==> src/rtl/c7bifu_redir_ctl_pkg.sv <==
// IFU redirect defines: source and FSM encodings
// shared by the redirect scheduler and its priority mux.
package c7bifu_redir_ctl_pkg;

  localparam logic [1:0] C7_REDIR_BOOT = 2'd0;
  localparam logic [1:0] C7_REDIR_EXC  = 2'd1;
  localparam logic [1:0] C7_REDIR_EXU  = 2'd2;
  localparam logic [1:0] C7_REDIR_DEC  = 2'd3;

  localparam logic [1:0] ST_BOOT = 2'd0;
  localparam logic [1:0] ST_IDLE = 2'd1;
  localparam logic [1:0] ST_HOLD = 2'd2;

  // Lower source code means higher priority.
  // exc/exu replace an equal-priority held entry;
  // a held decode redirect is never replaced by dec.
  function automatic logic redir_wins(
    input logic [1:0] req_src,
    input logic [1:0] held_src
  );
    return (req_src < held_src) ||
           ((req_src == held_src) &&
            (req_src != C7_REDIR_DEC));
  endfunction

endpackage

==> src/rtl/c7bifu_redir_ctl_prio.sv <==
// Redirect priority select: exc > exu > dec.
// Purely combinational.
module c7bifu_redir_prio
  import c7bifu_redir_ctl_pkg::*;
(
  input  logic        i_exc_vld,
  input  logic [31:0] i_exc_pc,
  input  logic        i_exu_vld,
  input  logic [31:0] i_exu_pc,
  input  logic        i_dec_req,
  input  logic [31:0] i_dec_tgt,
  output logic        o_req_vld,
  output logic [31:0] o_req_pc,
  output logic [1:0]  o_req_src
);

  // Pick the oldest requester; decode is youngest.
  always_comb begin
    o_req_vld = 1'b0;
    o_req_pc  = 32'd0;
    o_req_src = C7_REDIR_BOOT;
    if (i_exc_vld) begin
      o_req_vld = 1'b1;
      o_req_pc  = i_exc_pc;
      o_req_src = C7_REDIR_EXC;
    end else if (i_exu_vld) begin
      o_req_vld = 1'b1;
      o_req_pc  = i_exu_pc;
      o_req_src = C7_REDIR_EXU;
    end else if (i_dec_req) begin
      o_req_vld = 1'b1;
      o_req_pc  = i_dec_tgt;
      o_req_src = C7_REDIR_DEC;
    end
  end

endmodule

==> src/rtl/c7bifu_redir_ctl.sv <==
// Fetch-redirect scheduler: one pending redirect
// shared by exc, exu and decode, plus boot redirect.
module c7bifu_redir_ctl
  import c7bifu_redir_ctl_pkg::*;
#(
  parameter logic [31:0] RESET_PC = 32'h1c000000
) (
  input  logic        clk,
  input  logic        resetn,
  input  logic        i_dec_valid,
  input  logic [31:0] i_dec_pc,
  input  logic [31:0] i_dec_br_offs,
  input  logic        i_dec_is_jump,
  input  logic        i_dec_is_bcond,
  input  logic        i_exu_redir_vld,
  input  logic [31:0] i_exu_redir_pc,
  input  logic        i_exc_vld,
  input  logic [31:0] i_exc_pc,
  output logic        o_redir_vld,
  output logic [31:0] o_redir_pc,
  output logic [1:0]  o_redir_src,
  input  logic        i_redir_rdy,
  output logic        o_fetch_kill,
  output logic        o_dec_stall
);

  logic [1:0]  r_state;
  logic        r_vld;
  logic [31:0] r_pc;
  logic [1:0]  r_src;
  logic        r_kill;

  logic        w_dec_req;
  logic [31:0] w_dec_tgt;
  logic        w_req_vld;
  logic [31:0] w_req_pc;
  logic [1:0]  w_req_src;
  logic        w_acc;

  // Backward conditional branches predicted taken.
  assign w_dec_req = i_dec_valid &
                     (i_dec_is_jump |
                      (i_dec_is_bcond & i_dec_br_offs[31]));
  assign w_dec_tgt = i_dec_pc + i_dec_br_offs;
  assign w_acc     = r_vld & i_redir_rdy;

  c7bifu_redir_prio u_prio (
    .i_exc_vld (i_exc_vld),
    .i_exc_pc  (i_exc_pc),
    .i_exu_vld (i_exu_redir_vld),
    .i_exu_pc  (i_exu_redir_pc),
    .i_dec_req (w_dec_req),
    .i_dec_tgt (w_dec_tgt),
    .o_req_vld (w_req_vld),
    .o_req_pc  (w_req_pc),
    .o_req_src (w_req_src)
  );

  // Redirect FSM and holding register.
  always_ff @(posedge clk) begin
    if (!resetn) begin
      r_state <= ST_BOOT;
      r_vld   <= 1'b1;
      r_pc    <= RESET_PC;
      r_src   <= C7_REDIR_BOOT;
      r_kill  <= 1'b0;
    end else begin
      r_kill <= w_acc;
      case (r_state)
        ST_BOOT: begin
          if (w_acc) begin
            r_state <= ST_IDLE;
            r_vld   <= 1'b0;
          end
        end
        ST_IDLE: begin
          if (w_req_vld) begin
            r_state <= ST_HOLD;
            r_vld   <= 1'b1;
            r_pc    <= w_req_pc;
            r_src   <= w_req_src;
          end
        end
        ST_HOLD: begin
          if (w_acc && !w_req_vld) begin
            r_state <= ST_IDLE;
            r_vld   <= 1'b0;
          end else if (w_req_vld &&
                       (w_acc ||
                        redir_wins(w_req_src, r_src))) begin
            r_pc  <= w_req_pc;
            r_src <= w_req_src;
          end
        end
        default: begin
          r_state <= ST_IDLE;
          r_vld   <= 1'b0;
        end
      endcase
    end
  end

  assign o_redir_vld  = r_vld;
  assign o_redir_pc   = r_pc;
  assign o_redir_src  = r_src;
  assign o_fetch_kill = r_kill;
  assign o_dec_stall  = (r_state == ST_HOLD) &
                        (r_src == C7_REDIR_DEC) &
                        ~i_redir_rdy;

endmodule

==> config.mk <==
export PLATFORM = sky130hd
export DESIGN_NAME = c7bifu_redir_ctl
export DESIGN_NICKNAME = d
export VERILOG_FILES = /design/src/rtl/c7bifu_redir_ctl_pkg.sv /design/src/rtl/c7bifu_redir_ctl_prio.sv /design/src/rtl/c7bifu_redir_ctl.sv
export SDC_FILE = /design/constraint.sdc
export NUM_CORES = 1
export LEC_CHECK = 0
export BUFFER_PORTS_ARGS = -buffer_cell sky130_fd_sc_hd__buf_2
export CAP_MARGIN = 0
export CORE_MARGIN = 8
export CORE_UTILIZATION = 53
export CTS_BUF_LIST = sky130_fd_sc_hd__clkbuf_8
export CTS_CLUSTER_SIZE = 16
export DETAILED_ROUTE_END_ITERATION = 12
export PLACE_DENSITY_LB_ADDON = 0.12
export REMOVE_ABC_BUFFERS = 1
export SLEW_MARGIN = 20
export SYNTH_ARGS = -nofsm -noshare
export SYNTH_HDL_FRONTEND = slang
export SYNTH_SLANG_ARGS = --single-unit
==> constraint.sdc <==
create_clock -name clk -period 4.6 [get_ports clk]
set_input_delay 0.69 -clock clk [delete_from_list [all_inputs] [get_ports clk]]
set_output_delay 0.69 -clock clk [all_outputs]
set_load 0.05 [all_outputs]
Word level (Yosys, flattened, before mapping):

Index checks and enable logic that the tools add are counted.
W data, S select, Z words.

* add/subtract/negate cells: 1
* magnitude comparators: 1
* eq/ne operators: 10
* mux-type cells: 25
* bitwise operators: 7
* reductions and logical operators: 10

Operator list (number)
* $mux W32: 6
* $pmux W32 S2: 1
* $add A32 B32 Y32: 1
* $mux W2: 9
* $ne A2 B2 Y1 const B: 6
* $mux W1: 6
* $pmux W2 S3: 1
* $and A1 B1 Y1: 5
* $eq A2 B2 Y1 const B: 2
* $pmux W2 S2: 1
* $reduce_and A4 Y1: 1
* $logic_and A1 B1 Y1: 3
* $pmux W1 S3: 1
* $reduce_and A3 Y1: 1
* $eq A2 B1 Y1 const B: 1
* $eq A2 B2 Y1: 1
* $logic_not A2 Y1: 1
* $logic_or A1 B1 Y1: 2
* $lt A2 B2 Y1: 1
* $reduce_bool A2 Y1: 1
* $logic_not A1 Y1: 1
* $not A1 Y1: 1
* $or A1 B1 Y1: 1

* bits in registers: 38
* input port bits: 136
* output and inout bits: 37
* logic and storage cells: 59

Longest topological paths before layout:

* depth after elaboration: 14
* gate-level depth with buffers: 16

Cells and area by module:

Synthesis repeated with hierarchy kept, for this count alone.

* cells, all modules: 537
* area total of the unflattened synthesis: 4415.5 um^2

Modules (own cells, without submodules)
* c7bifu_redir_ctl: instances 1, cells each 386, area each 3228.1 um^2, sequential area each 760.7 um^2
* c7bifu_redir_prio: instances 1, cells each 151, area each 1187.4 um^2, sequential area each 0.0 um^2

Worst setup path before layout:

Ideal clock, no wire load.

* path kind: input -> register
* from: input i_exu_redir_vld
* to: register r_pc[5] (netlist: o_redir_pc[5])
* library setup time: 0.076 ns
* data arrival time: 3.058 ns
* path slack: 1.466 ns
* cell stages on the path: 15
* cells stage by stage: clkbuf_1 nor2_1 clkbuf_1 nor2_1 ha_1 nor2b_1 o211ai_1 a21oi_1 nor2_1 a21oi_1 a21o_1 clkbuf_1 clkbuf_1 nand2_1 a21boi_0

* cells in the longest elaborated chain, start to end: 9
* elaborated cells on any way between the ends: 23

RTL lines
* from (decl): line c7bifu_redir_ctl.sv:15 `input logic i_exu_redir_vld,`
* $mux W2: line c7bifu_redir_ctl_prio.sv:26 `end else if (i_exu_vld) begin`
* $mux W2: line c7bifu_redir_ctl_prio.sv:22 `if (i_exc_vld) begin`
* $eq A2 B2 Y1 / $ne A2 B2 Y1 (equally long branches): line c7bifu_redir_ctl_pkg.sv:22, c7bifu_redir_ctl_pkg.sv:23
* $logic_and A1 B1 Y1: line c7bifu_redir_ctl_pkg.sv:22 `((req_src == held_src) &&`
* $logic_or A1 B1 Y1: line c7bifu_redir_ctl_pkg.sv:21 `return (req_src < held_src) ||`
* $logic_or A1 B1 Y1: line c7bifu_redir_ctl.sv:89 `(w_acc ||`
* $logic_and A1 B1 Y1: line c7bifu_redir_ctl.sv:88 `end else if (w_req_vld &&`
* $ne A2 B2 Y1 (no source line)
* $reduce_and A4 Y1 (no source line)
* to (signal assigned): line c7bifu_redir_ctl.sv:80 `r_pc <= w_req_pc;`
* to (signal assigned): line c7bifu_redir_ctl.sv:91 `r_pc <= w_req_pc;`
* to (decl): line c7bifu_redir_ctl.sv:29 `logic [31:0] r_pc;`

Several ways; a longest one is shown, not always the timed one. The select of a mux whose other input is x is not followed.
A chain may end at the register's enable or synchronous reset.

Final worst setup path:

* from: input i_dec_br_offs[31]
* to: register r_pc[16] (netlist: o_redir_pc[16])

* cells in the longest elaborated chain, start to end: 13
* elaborated cells on any way between the ends: 29

RTL lines
* from (decl): line c7bifu_redir_ctl.sv:12 `input logic [31:0] i_dec_br_offs,`
* $and A1 B1 Y1 (*): line c7bifu_redir_ctl.sv:43 `(i_dec_is_bcond & i_dec_br_offs[31]));`
* $or A1 B1 Y1 (*): line c7bifu_redir_ctl.sv:42 `(i_dec_is_jump |`
* $and A1 B1 Y1 (*): line c7bifu_redir_ctl.sv:41 `assign w_dec_req = i_dec_valid &`
* $mux W2: line c7bifu_redir_ctl_prio.sv:30 `end else if (i_dec_req) begin`
* $mux W2: line c7bifu_redir_ctl_prio.sv:26
* $mux W2: line c7bifu_redir_ctl_prio.sv:22
* $eq A2 B2 Y1 / $ne A2 B2 Y1 (equally long branches): line c7bifu_redir_ctl_pkg.sv:22, c7bifu_redir_ctl_pkg.sv:23
* $logic_and A1 B1 Y1: line c7bifu_redir_ctl_pkg.sv:22
* $logic_or A1 B1 Y1: line c7bifu_redir_ctl_pkg.sv:21
* $logic_or A1 B1 Y1: line c7bifu_redir_ctl.sv:89
* $logic_and A1 B1 Y1: line c7bifu_redir_ctl.sv:88
* $ne A2 B2 Y1 (no source line)
* $reduce_and A4 Y1 (no source line)

Every way passes the cells marked *; elsewhere a longest branch is shown, timed or not. The select of a mux whose other input is x is not followed.

==> metrics list <==
* Synth Flop Type: sky130_fd_sc_hd__dfxtp_1
* Largest stage delay on the critical path: 340 ps
- Final-report hold violation count: 0
- The number of placed instances, taps included, is 728.
* Input/output buffers: 172
- Violation count after the first detailed-route iteration: 222
- Largest net degree at the start of global routing: 51
* Kind of cell adding the most delay to the critical path: compound AO/OA/AOI/OAI gates
- Type of the worst setup path: input port to flop
* Per-instance average area after synthesis: 7.97 µm²
* Data arrival time at the worst-slack endpoint: 3460 ps
- Setup repair after global routing left no endpoint under its margin.
* All-layer global routing usage: 0.246
* Critical Path Sink Type: flop
- Non-filler cells in the finished layout: 736
* Pre-antenna DRT Iters: 7
- Area share of the leading cell type in the synthesized netlist: 0.196
- In this run the most critical hold path is launched from o_redir_pc[5]$_SDFFE_PN0P_.
- Wire length of the first global-routing pass: 20.7 mm
- Worst relative slew slack: 0.349
- Fill cell total of the finished layout: 654
- Measured in cells, the most critical reg-to-reg path has a length of 11.
- For this design the ratio of total power to cell area is 281 nW/µm².
- Total congestion overflow after global routing: 0
* Yosys cell types: 64
- Root Driver: sky130_fd_sc_hd__clkbuf_8
* Critical register-to-register path endpoint: o_redir_pc[20]$_SDFFE_PN0P_
- Worst vdd ir: 0.106 mV
- For this configuration, the core starts out at a cell density of 0.540.
* Buffers & Inverters on Critical Path: 2
* Top cell by count, worst path: sky130_fd_sc_hd__nor2_1
* Worst hold path stage count: 2
* Clock tree from TritonCTS: built
- The die covers 10300 µm².
* Class of the worst hold path: flop to flop
- Avg Vias per Cell: 6.04
- Number of buffers added for setup after CTS: 0
- Initial antenna violation count: 0
* Pin slew with the least headroom to its limit: 970 ps
- Summed over all cells, the static leakage comes to 2.20 nW.
- DIE WIDTH: 101 µm
- Clock period minus final worst setup slack: 3230 ps
- Vias in the first global route: 4450
- Number of clock buffers inserted by TritonCTS: 5
- Deepest clock path buffer count: 2
* Antenna Violating Nets Remaining: 0
* Number of top-level pins: 173
* Source-to-sink clock delay at the later pin of the worst-skew pair: 300 ps
- Final WL: 13.0 mm
- Final setup violation count: 0
- Area overhead of the layout relative to synthesis: 21.7%
- 0 antenna diodes ended up in the layout.
* Post-synth design cell area: 3870 µm²
- At the end of routability-driven placement, the weighted congestion stood at 0.955.
* Die height: 101 µm
- CTS built an H-tree with a depth of 2.
- Setup slack of the most critical reg-to-reg path: 2000 ps
- Sequential area share after synthesis: 0.196
* EDFF count, synth: 0
- For this run, the post-layout net count is 806.
- The completed layout was analyzed and its total power is 0.00132 W.
* Worst-path cell with the longest stage delay: sky130_fd_sc_hd__a21o_1
- Placed wire-length estimate: 10.3 mm
- For this run, asynchronously set or reset flops after synthesis account for 0.
- Share of cells above drive strength 1: 0.317
* Required time reported for the critical path endpoint: 4830 ps
* Clock transition at path regs: 80 ps
- In this run the worst path has a maximum fanout of 18.
* Flip-flop and latch count after synthesis: 38
- Main area contributors after synthesis: sky130_fd_sc_hd__dfxtp_1 20%, sky130_fd_sc_hd__ha_1 11%, sky130_fd_sc_hd__o211ai_1 6.0%
- Setup_tns: 0 ps
* Share of the cycle needed by the critical path after routing: 0.702
- For the final database, setup skew stands at 6.50 ps.
- Max-capacitance violation count: 0
- Quantity of gates resized following cts: 0
- Post-Route Hold Slack: 467 ps
- The flow ran to the end, and the final reports show no timing, DRC or antenna violations.
- After detailed routing, the average wire length per cell comes to 17.7 µm.
* Total number of clock tree sinks: 38
- Area inside the core boundary: 7180 µm²
- Cell type contributing the most total cell area after synthesis: sky130_fd_sc_hd__dfxtp_1
- Walking the worst path, the cells encountered are buf_2 > a21o_1 > nand2_1 > nor2_1 > nor2_1 > ha_1 > nor2b_1 > o211ai_1 > a21oi_1 > nor2_1 > a21oi_1 > a21o_1 > buf_4 > or3_1 > o211ai_1 > a31oi_1.
- Summing over every cut layer, the via total after detailed routing is 4448.
- The floorplan has 31 rows.
- The final-report max-slew violation count came to 0.
- Residual DRC: 0
* Source of the worst register-to-register timing path: o_redir_src[1]$_SDFFE_PN0P_
- Hold buffer count at cts: 0
- Number of cells on the critical path: 16
- The worst setup path is launched from an input port.
- Hold path endpoint: o_redir_pc[5]$_SDFFE_PN0P_
- Synthesis produced a netlist whose cell count is 486.
- For this run, the number of Yosys warnings is 0.
- Achievable Freq: 0.310 GHz
how the worst max path moves through the flow:
stage	start	to	slack, ps
3_5_place_dp	i_dec_br_offs[31]	o_redir_pc[20]$_SDFFE_PN0P_	1100
6_report	i_dec_br_offs[31]	o_redir_pc[16]$_SDFFE_PN0P_	1370
4_1_cts	i_dec_br_offs[31]	o_redir_pc[20]$_SDFFE_PN0P_	1400
3_3_place_gp	i_dec_br_offs[31]	o_redir_pc[20]$_SDFFE_PN0P_	1210
5_1_grt	i_dec_br_offs[31]	o_redir_pc[16]$_SDFFE_PN0P_	1100
2_1_floorplan	i_dec_br_offs[31]	o_redir_pc[20]$_SDFFE_PN0P_	820
state kept, by name, indices dropped and copies added, names as in the netlist:
| register | flops |
|---|---|
| r_state | 2 |
| o_redir_vld | 1 |
| o_fetch_kill | 1 |
| o_redir_pc | 32 |
| o_redir_src | 2 |
cells by family after synthesis:
kind of cell | synth area share
xor+xnor | 0.0520
buf+inv | 0.0882
fa+ha+maj | 0.112
compound gates | 0.390
mux | 0.00258
flops | 0.196
simple gates | 0.159
stage by stage:
stage	utilization	setup slack, ps	cell area (µm²)
after CTS	0.657	1400	4710
after global routing	0.657	1100	4710
after floorplan	-	815	3580
after detailed placement	0.644	1100	4620
after global placement	0.644	1210	4620
final	0.657	1370	4710
layout make-up:
class / count / area (µm²) / area share
multi-input combinational: 399 / 2780 / 0.589
timing repair buffer: 178 / 906 / 0.192
sequential: 38 / 761 / 0.161
tap: 99 / 124 / 0.0263
clock buffer: 6 / 82.6 / 0.0175
inverter: 14 / 52.6 / 0.0111
clock inverter: 2 / 12.5 / 0.00265
report_power, final:
group	internal [W]	switching, W	total, W
combinational	0.000237	0.000437	0.000674
sequential	0.000372	0.0000271	0.000399
clock	0.000121	0.000131	0.000252
layout by cell type, fill, tap and decap left out, drive strengths merged, types with 5 or more instances in the layout:
cell,synthesis,final
buf,5,178
nand2,47,47
a21oi,41,41
dfxtp,38,38
ha,33,33
o211ai,32,32
o21ai,30,30
nor2,28,28
nand3,23,23
a21o,22,22
xnor2,14,14
a21boi,13,13
inv,13,13
xor2,9,9
a221oi,9,9
a221o,7,7
nor2b,6,6
o311ai,6,6
o221ai,6,6
clkbuf,26,6
nand2b,5,5
o21a,5,5
a31oi,5,5
nand4,5,5
or3,5,5
layer usage:
| layer | vias to the layer above | track usage | wire length (µm) |
|---|---|---|---|
| met3 | 29 | 0.0495 | 1140 |
| met5 | - | 0 | 0 |
| met2 | 202 | 0.425 | 6270 |
| met4 | 0 | 0.0997 | 379 |
| met1 | 2064 | 0.291 | 5240 |
| li1 | 2153 | - | - |
synth_stat cells, types with 2 or more instances:
cell type,number
sky130_fd_sc_hd__a21o_1,22
sky130_fd_sc_hd__a221oi_2,3
sky130_fd_sc_hd__clkbuf_1,22
sky130_fd_sc_hd__o21ai_0,27
sky130_fd_sc_hd__inv_1,12
sky130_fd_sc_hd__a22oi_1,4
sky130_fd_sc_hd__or3_1,5
sky130_fd_sc_hd__xor2_1,9
sky130_fd_sc_hd__o221ai_1,6
sky130_fd_sc_hd__o31a_1,4
sky130_fd_sc_hd__nor3_1,3
sky130_fd_sc_hd__o21ai_1,3
sky130_fd_sc_hd__a31oi_1,5
sky130_fd_sc_hd__ha_1,33
sky130_fd_sc_hd__o311ai_0,6
sky130_fd_sc_hd__xnor2_1,14
sky130_fd_sc_hd__o21bai_1,4
sky130_fd_sc_hd__nand3_1,23
sky130_fd_sc_hd__o21a_1,5
sky130_fd_sc_hd__nand2b_1,5
sky130_fd_sc_hd__o211ai_1,31
sky130_fd_sc_hd__nor2_1,28
sky130_fd_sc_hd__nand4_1,5
sky130_fd_sc_hd__nand2_1,47
sky130_fd_sc_hd__a211oi_1,3
sky130_fd_sc_hd__a211o_1,2
sky130_fd_sc_hd__clkbuf_8,4
sky130_fd_sc_hd__nor2b_1,6
sky130_fd_sc_hd__bufbuf_16,3
sky130_fd_sc_hd__o2111a_1,2
sky130_fd_sc_hd__a41oi_1,2
sky130_fd_sc_hd__buf_6,3
sky130_fd_sc_hd__a221oi_1,6
sky130_fd_sc_hd__o211a_1,2
sky130_fd_sc_hd__dfxtp_1,38
sky130_fd_sc_hd__a221o_1,7
sky130_fd_sc_hd__o31ai_2,2
sky130_fd_sc_hd__a21oi_1,40
sky130_fd_sc_hd__a21boi_0,13
sky130_fd_sc_hd__and3_1,3
worst register-to-register path, stage by stage, from the launching register on:
cell,delay [ps]
sky130_fd_sc_hd__dfxtp_1,410
sky130_fd_sc_hd__inv_1,70
sky130_fd_sc_hd__ha_1,310
sky130_fd_sc_hd__nor2b_1,140
sky130_fd_sc_hd__o211ai_1,210
sky130_fd_sc_hd__a21oi_1,60
sky130_fd_sc_hd__nor2_1,100
sky130_fd_sc_hd__a21oi_1,70
sky130_fd_sc_hd__a21oi_2,370
sky130_fd_sc_hd__buf_4,360
sky130_fd_sc_hd__nand3_1,190
sky130_fd_sc_hd__o221ai_1,240
Note: power is estimated with default switching activity, not from simulation.
